### src/rtl/proc_pkg.sv
// Shared definitions for the data-memory responder slice.
// Holds the default datapath sizes, the default read latency and the
// responder state encoding used by data_mem_responder.
package proc_pkg;

    localparam int unsigned DATA_W   = 32;
    localparam int unsigned ADDR_W   = 5;
    localparam int unsigned READ_LAT = 2;

    // Latency counter only ever holds values up to READ_LAT-1 (max 3).
    localparam int unsigned CNT_W    = 3;

    typedef enum logic [1:0] {
        IDLE    = 2'd0,
        RD_WAIT = 2'd1,
        RD_RESP = 2'd2
    } state_t;

endpackage

### src/rtl/dmem_array.sv
// Word-addressed flop storage for the data-memory responder.
// Ports:
//   clock    - rising-edge clock
//   reset    - asynchronous active-low clear of every word
//   wr_en    - write strobe, wr_data stored at wr_addr on the rising edge
//   wr_addr  - write word address
//   wr_data  - write data
//   rd_addr  - read word address
//   rd_data  - combinational read data for rd_addr
module dmem_array #(
    parameter int unsigned DATA_W = 32,
    parameter int unsigned ADDR_W = 5
) (
    input  logic              clock,
    input  logic              reset,
    input  logic              wr_en,
    input  logic [ADDR_W-1:0] wr_addr,
    input  logic [DATA_W-1:0] wr_data,
    input  logic [ADDR_W-1:0] rd_addr,
    output logic [DATA_W-1:0] rd_data
);

    localparam int unsigned DEPTH = 2 ** ADDR_W;

    logic [DATA_W-1:0] mem [DEPTH];

    always_ff @(posedge clock or negedge reset) begin
        if (!reset) begin
            for (int unsigned i = 0; i < DEPTH; i++) begin
                mem[i] <= '0;
            end
        end else if (wr_en) begin
            mem[wr_addr] <= wr_data;
        end
    end

    assign rd_data = mem[rd_addr];

endmodule

### src/rtl/data_mem_responder.sv
// Data-memory responder: accepts single-word read/write requests with a
// valid/ready handshake. Writes complete at the accept edge with no bubble;
// reads return exactly READ_LAT cycles after the accept edge as a one-cycle
// rdata_valid pulse. The returned word holds between pulses.
// Ports:
//   clock               - rising-edge clock
//   reset               - asynchronous active-low reset
//   req_valid           - request present
//   req_ready           - responder can accept (high only when idle)
//   mem_write_en        - 1 = write, 0 = read (qualified by req_valid)
//   req_addr            - word address
//   mem_data_write_out  - write data
//   memory_data_read_in - read data returned
//   rdata_valid         - one-cycle pulse marking returned data valid
module data_mem_responder #(
    parameter int unsigned DATA_W   = proc_pkg::DATA_W,
    parameter int unsigned ADDR_W   = proc_pkg::ADDR_W,
    parameter int unsigned READ_LAT = proc_pkg::READ_LAT
) (
    input  logic              clock,
    input  logic              reset,
    input  logic              req_valid,
    output logic              req_ready,
    input  logic              mem_write_en,
    input  logic [ADDR_W-1:0] req_addr,
    input  logic [DATA_W-1:0] mem_data_write_out,
    output logic [DATA_W-1:0] memory_data_read_in,
    output logic              rdata_valid
);

    import proc_pkg::*;

    localparam logic [CNT_W-1:0] CNT_LOAD = CNT_W'(READ_LAT - 1);
    localparam logic [CNT_W-1:0] CNT_ONE  = CNT_W'(1);

    state_t            state_q, state_d;
    logic [CNT_W-1:0]  cnt_q, cnt_d;
    logic [DATA_W-1:0] cap_q, cap_d;
    logic [DATA_W-1:0] out_q, out_d;
    logic              wr_en;
    logic [DATA_W-1:0] rd_data;

    dmem_array #(
        .DATA_W (DATA_W),
        .ADDR_W (ADDR_W)
    ) u_dmem_array (
        .clock   (clock),
        .reset   (reset),
        .wr_en   (wr_en),
        .wr_addr (req_addr),
        .wr_data (mem_data_write_out),
        .rd_addr (req_addr),
        .rd_data (rd_data)
    );

    always_ff @(posedge clock or negedge reset) begin
        if (!reset) begin
            state_q <= IDLE;
            cnt_q   <= '0;
            cap_q   <= '0;
            out_q   <= '0;
        end else begin
            state_q <= state_d;
            cnt_q   <= cnt_d;
            cap_q   <= cap_d;
            out_q   <= out_d;
        end
    end

    // The returned word lives in its own register, loaded on the edge that
    // enters RD_RESP, so it holds its value after the pulse even when a new
    // read overwrites the capture register.
    always_comb begin
        state_d     = state_q;
        cnt_d       = cnt_q;
        cap_d       = cap_q;
        out_d       = out_q;
        req_ready   = 1'b0;
        rdata_valid = 1'b0;
        wr_en       = 1'b0;

        case (state_q)
            IDLE: begin
                req_ready = 1'b1;
                if (req_valid) begin
                    if (mem_write_en) begin
                        wr_en = 1'b1;
                    end else begin
                        cap_d = rd_data;
                        cnt_d = CNT_LOAD;
                        if (READ_LAT == 1) begin
                            state_d = RD_RESP;
                            out_d   = rd_data;
                        end else begin
                            state_d = RD_WAIT;
                        end
                    end
                end
            end
            RD_WAIT: begin
                cnt_d = cnt_q - CNT_ONE;
                if (cnt_q == CNT_ONE) begin
                    state_d = RD_RESP;
                    out_d   = cap_q;
                end
            end
            RD_RESP: begin
                rdata_valid = 1'b1;
                state_d     = IDLE;
            end
            default: begin
                state_d = IDLE;
            end
        endcase
    end

    assign memory_data_read_in = out_q;

endmodule

### config.mk
export PLATFORM = sky130hd
export DESIGN_NAME = data_mem_responder
export DESIGN_NICKNAME = d
export VERILOG_FILES = /design/src/rtl/proc_pkg.sv /design/src/rtl/dmem_array.sv /design/src/rtl/data_mem_responder.sv
export SDC_FILE = /design/constraint.sdc
export NUM_CORES = 1
export LEC_CHECK = 0
export CAP_MARGIN = 20
export CORE_ASPECT_RATIO = 0.6
export CORE_MARGIN = 3
export CORE_UTILIZATION = 60
export CTS_CLUSTER_DIAMETER = 80
export DETAILED_ROUTE_END_ITERATION = 6
export PLACE_DENSITY = 0.76
export SLEW_MARGIN = 20
export SYNTH_ARGS = -nofsm -noshare
export SYNTH_HDL_FRONTEND = slang
export SYNTH_SLANG_ARGS = --single-unit
### constraint.sdc
create_clock -name clock -period 3.25 [get_ports clock]
set_clock_uncertainty 0.1 [all_clocks]
set_input_delay 0.65 -clock clock [delete_from_list [all_inputs] [get_ports clock]]
set_output_delay 0.65 -clock clock [all_outputs]
set_load 0.1 [all_outputs]
==> summary.md <==
| Metric | Value |
|---|---|
| Chip Width | 374.8 um |
| GR Overflow Total | 0 |
| Crit. path cell count | 7 |
| R2R Setup Slk | 0.65 ns |
| CTS tree | done |
| First-pass GRT wire length | 204100 um |
| Sequential element share of the synthesized area | 55.85% |
| Number of synthesized flops with an enable pin | 0 |
| Library cells used by synthesis | 53 |
| Final WL | 135600 um |
| Initial Util | 61.08% |
| DP Wirelength | 86700 um |
| Layout area overhead | 13.25% |
| Synthesized flop and latch total | ~1100 |
| Avg WL per Cell | 30.39 um |
| Max stage delay on crit path | between 0.7 and 0.8 ns |
| CP Cell Sequence | clkdlybuf4s50_1, buf_12, nand2_1, nor2_1, nand2_2, buf_4, mux2_1 |
| Vias/cell | 6.624 |
| Top post-synthesis cells by area | dfrtp_1 56%, mux2_1 23%, mux4_2 7.4%, mux2i_1 4.0%, buf_2 1.4% |
| Largest net degree at the start of global routing | between 100 and 150 |
| Pre-Repair DR Iteration Count | 5 |
| Yosys warning total | 0 |
| Clock root buffer master | clkbuf_16 |
| Synth top area share | 55.85% |
| GRT Total Usage | 32.56% |
| Status | completed |
| Vias in the first global route | 31420 |
| Post-synth ARST share | 100.0% |
| Post-DRT Antenna Nets | 0 |
| Metal3 WL | between 10000 and 15000 um |
| Layout cell share with drive strength beyond 1 | 20.27% |
| Port bufs | 74 |
| Worst slew margin | 26.51% |
| CTS resizes | 0 |
| Worst setup EP type | register |
| Slew Viols, Final | 0 |
| DR iter-0 viols | 2673 |
| Final period util | 83.18% |
| Power share of the combinational group | a little under a fifth |
| Crit path kind | in2reg |
| CTS buffer count | 99 |
| Crit Path Max Fanout | 29 |
| Non-Filler Instances | between 4000 and 5000 |
| Dpl cells | around 4300 |
| Cells after Synth | 3230 |
| GP Congestion | 0.8392 |
| Max Root-Sink Buffers | 3 |
| Synth Area per Inst | 15.16 um^2 |
| Met1 WL | 59290 um |
| Pleak | approximately 27 nW |
| Critical path arrival | between 3 and 4 ns |
| Worst path slowest cell | nor2_1 |
| # IOs | 75 |
| Setup repair bufs after CTS | 0 |
| Worst-Skew Late Latency | 0.70 ns |
| PwrDens | ~670 nW/um^2 |
| Sequential share of power | roughly 48% |
| DRC viols | 0 |
| Total power | 0.03717 W |
| IR drop worst, VDD | 0.6343 mV |
| Measured slew at the worst slew-check pin | 1.099 ns |
| Reg2reg end | u_dmem_array.mem[973] |
| DR vias | 29560 |
| Crit path to | u_dmem_array.mem[346] |
| Achievable frequency | 0.3699 GHz |
| Crit path buf inv count | 3 |
| Syn nets | about 3300 |
| Commonest cells after routing, fill and taps aside | 1093 x dfrtp_1, 999 x mux2_1, 197 x mux2i_1 |
| Switching Fraction | 28.91% |
| CP Launch Point | req_addr[2] |
| Prevailing post-synth register cell | dfrtp_1 |
| Switching power | 0.01074 W |
| Max Cap Viol | 0 |
| Core area | 80180 um^2 |
| Core Rows | 80 |
| Met2 wire length | 59670 um |
| Mapped cell area | 48980 um^2 |
| Synth area leader | dfrtp_1 |
| CP required | between 3 and 4 ns |
| Top routing layer in use | met5 |
| R2r startpoint | state_q[1] |
| Clock edge transition at the registers on the reported setup and hold paths | 0.07 ns |
| Sink Count | 1093 |
| Most common cell after layout, fill and taps aside | dfrtp_1 |
| Initial antenna violation count | 3 |
| Die Area | 85200 um^2 |
| Int Power | 0.02642 W |
| # nets final | approximately 3400 |
| Worst-case reg-to-reg path depth | 6 |
| Endpoints failing setup | 0 |
| Hold WC Path Type | reg2reg |
| Die H | 227.3 um |
| Clock network fraction of design power | 33.5% |
| Crit path time final | 2.703 ns |
| Hold Fails Final Rpt | 0 |
| Startpoint Class | primary input |
| Top delay family on crit path | simple AND/OR/NAND/NOR gates |
| RSZ-0062 raised after global routing | false |
| H-tree depth | 3 |
==> cell usage after synthesis, types with 6 or more instances <==
| cell type | number |
|---|---|
| dfrtp_1 | 1093 |
| mux2_1 | 999 |
| mux2i_1 | 197 |
| mux4_2 | 160 |
| buf_2 | 139 |
| clkbuf_1 | 121 |
| o22ai_1 | 71 |
| nor2_1 | 66 |
| mux2_2 | 59 |
| a22oi_1 | 45 |
| nand2_1 | 45 |
| buf_4 | 33 |
| o21ai_0 | 26 |
| a31oi_1 | 21 |
| buf_6 | 14 |
| or4_1 | 14 |
| nor3_1 | 13 |
| a221oi_1 | 11 |
| nor2b_1 | 11 |
| nor4_1 | 10 |
| a21oi_1 | 6 |
| a41oi_1 | 6 |
| a41oi_2 | 6 |
| o21ai_1 | 6 |
==> repair_timing <==
action / 4_1_cts / 5_1_grt
endpoints found under the setup margin: 0 / 0
hold buffers: 1 / 0
hold endpoints to repair: 36 / 0
==> kinds of logic after synthesis <==
| family | Yosys count | synth area share [%] |
|---|---|---|
| muxes | 1415 | 35.71 |
| DFF | 1093 | 55.85 |
| buffers and inverters | 310 | 3.199 |
| AOI/OAI and AO/OA | 206 | 2.923 |
| and+or+nand+nor | 204 | 2.271 |
| adders and majority gates | 2 | 0.05109 |
==> power by group through the flow <==
| stage | Combinational [W] | Clock [W] | Sequential, W |
|---|---|---|---|
| 6_report | 0.00697 | 0.0125 | 0.0177 |
| 2_1_floorplan | 0.00366 | 0 | 0.0187 |
| 3_3_place_gp | 0.00671 | 0 | 0.0177 |
| 4_1_cts | 0.00703 | 0.0126 | 0.0177 |
| 3_5_place_dp | 0.00699 | 0 | 0.0179 |
| 5_1_grt | 0.00745 | 0.0132 | 0.0180 |
==> per-layer routing <==
| layer | vias to the layer above | track usage, % |
|---|---|---|
| met2 | 1159 | 48.45 |
| met3 | 291 | 7.977 |
| met5 | - | 0.4852 |
| met4 | 4 | 12.66 |
| met1 | 16010 | 46.88 |
| li1 | 12100 | - |
==> worst reg2reg max path: stages, from the launching register on <==
cell	delay, ns
dfrtp_1	0.46
nor2_2	0.20
and4b_1	0.30
and2_1	0.53
nand2_2	0.17
buf_4	0.31
mux2_1	0.41
==> per-stage QoR <==
| step | hold WS, ns | setup WS, ns | TNS [ns] | utilization, % | cell area (um^2) |
|---|---|---|---|---|---|
| floorplan | 0.2544 | 0.3856 | 0 | - | 48980 |
| global placement | 0.3620 | -0.005129 | -0.03776 | 64.86 | 52010 |
| detailed placement | 0.3686 | 0.008524 | 0 | 64.86 | 52010 |
| CTS | 0.3727 | 0.6736 | 0 | 69.18 | 55470 |
| global route | 0.3930 | 0.5738 | 0 | 69.18 | 55470 |
| finish | 0.3843 | 0.5467 | 0 | 69.18 | 55470 |
==> registers in the layout, indices dropped and copies added (netlist names) <==
register / count
u_dmem_array.mem: 1024
cap_q: 32
memory_data_read_in: 32
cnt_q: 3
state_q: 2
==> layout make-up <==
| cell class | count | area, um^2 |
|---|---|---|
| flip-flops and latches | 1093 | 27350 |
| fillers | 5154 | 24710 |
| multi-input cells | 1827 | 20200 |
| repair buffers | 290 | 3122 |
| clock buffers | 149 | 2980 |
| well taps | 1066 | 1334 |
| clock inverters | 33 | 469.2 |
| inverters | 2 | 7.507 |
| diodes | 2 | 5.005 |
==> worst min-delay path by stage <==
stage	startpoint	depth (start not counted)	slack (ns)	end
after floorplan	reset	0	0.25	cap_q[0]
after global placement	u_dmem_array.mem[230]	1	0.36	u_dmem_array.mem[230]
after detailed placement	u_dmem_array.mem[230]	1	0.37	u_dmem_array.mem[230]
after CTS	reset	2	0.37	u_dmem_array.mem[68]
after global routing	u_dmem_array.mem[230]	1	0.39	u_dmem_array.mem[230]
final	u_dmem_array.mem[761]	1	0.38	u_dmem_array.mem[761]
(Power assumes the default switching activity.)
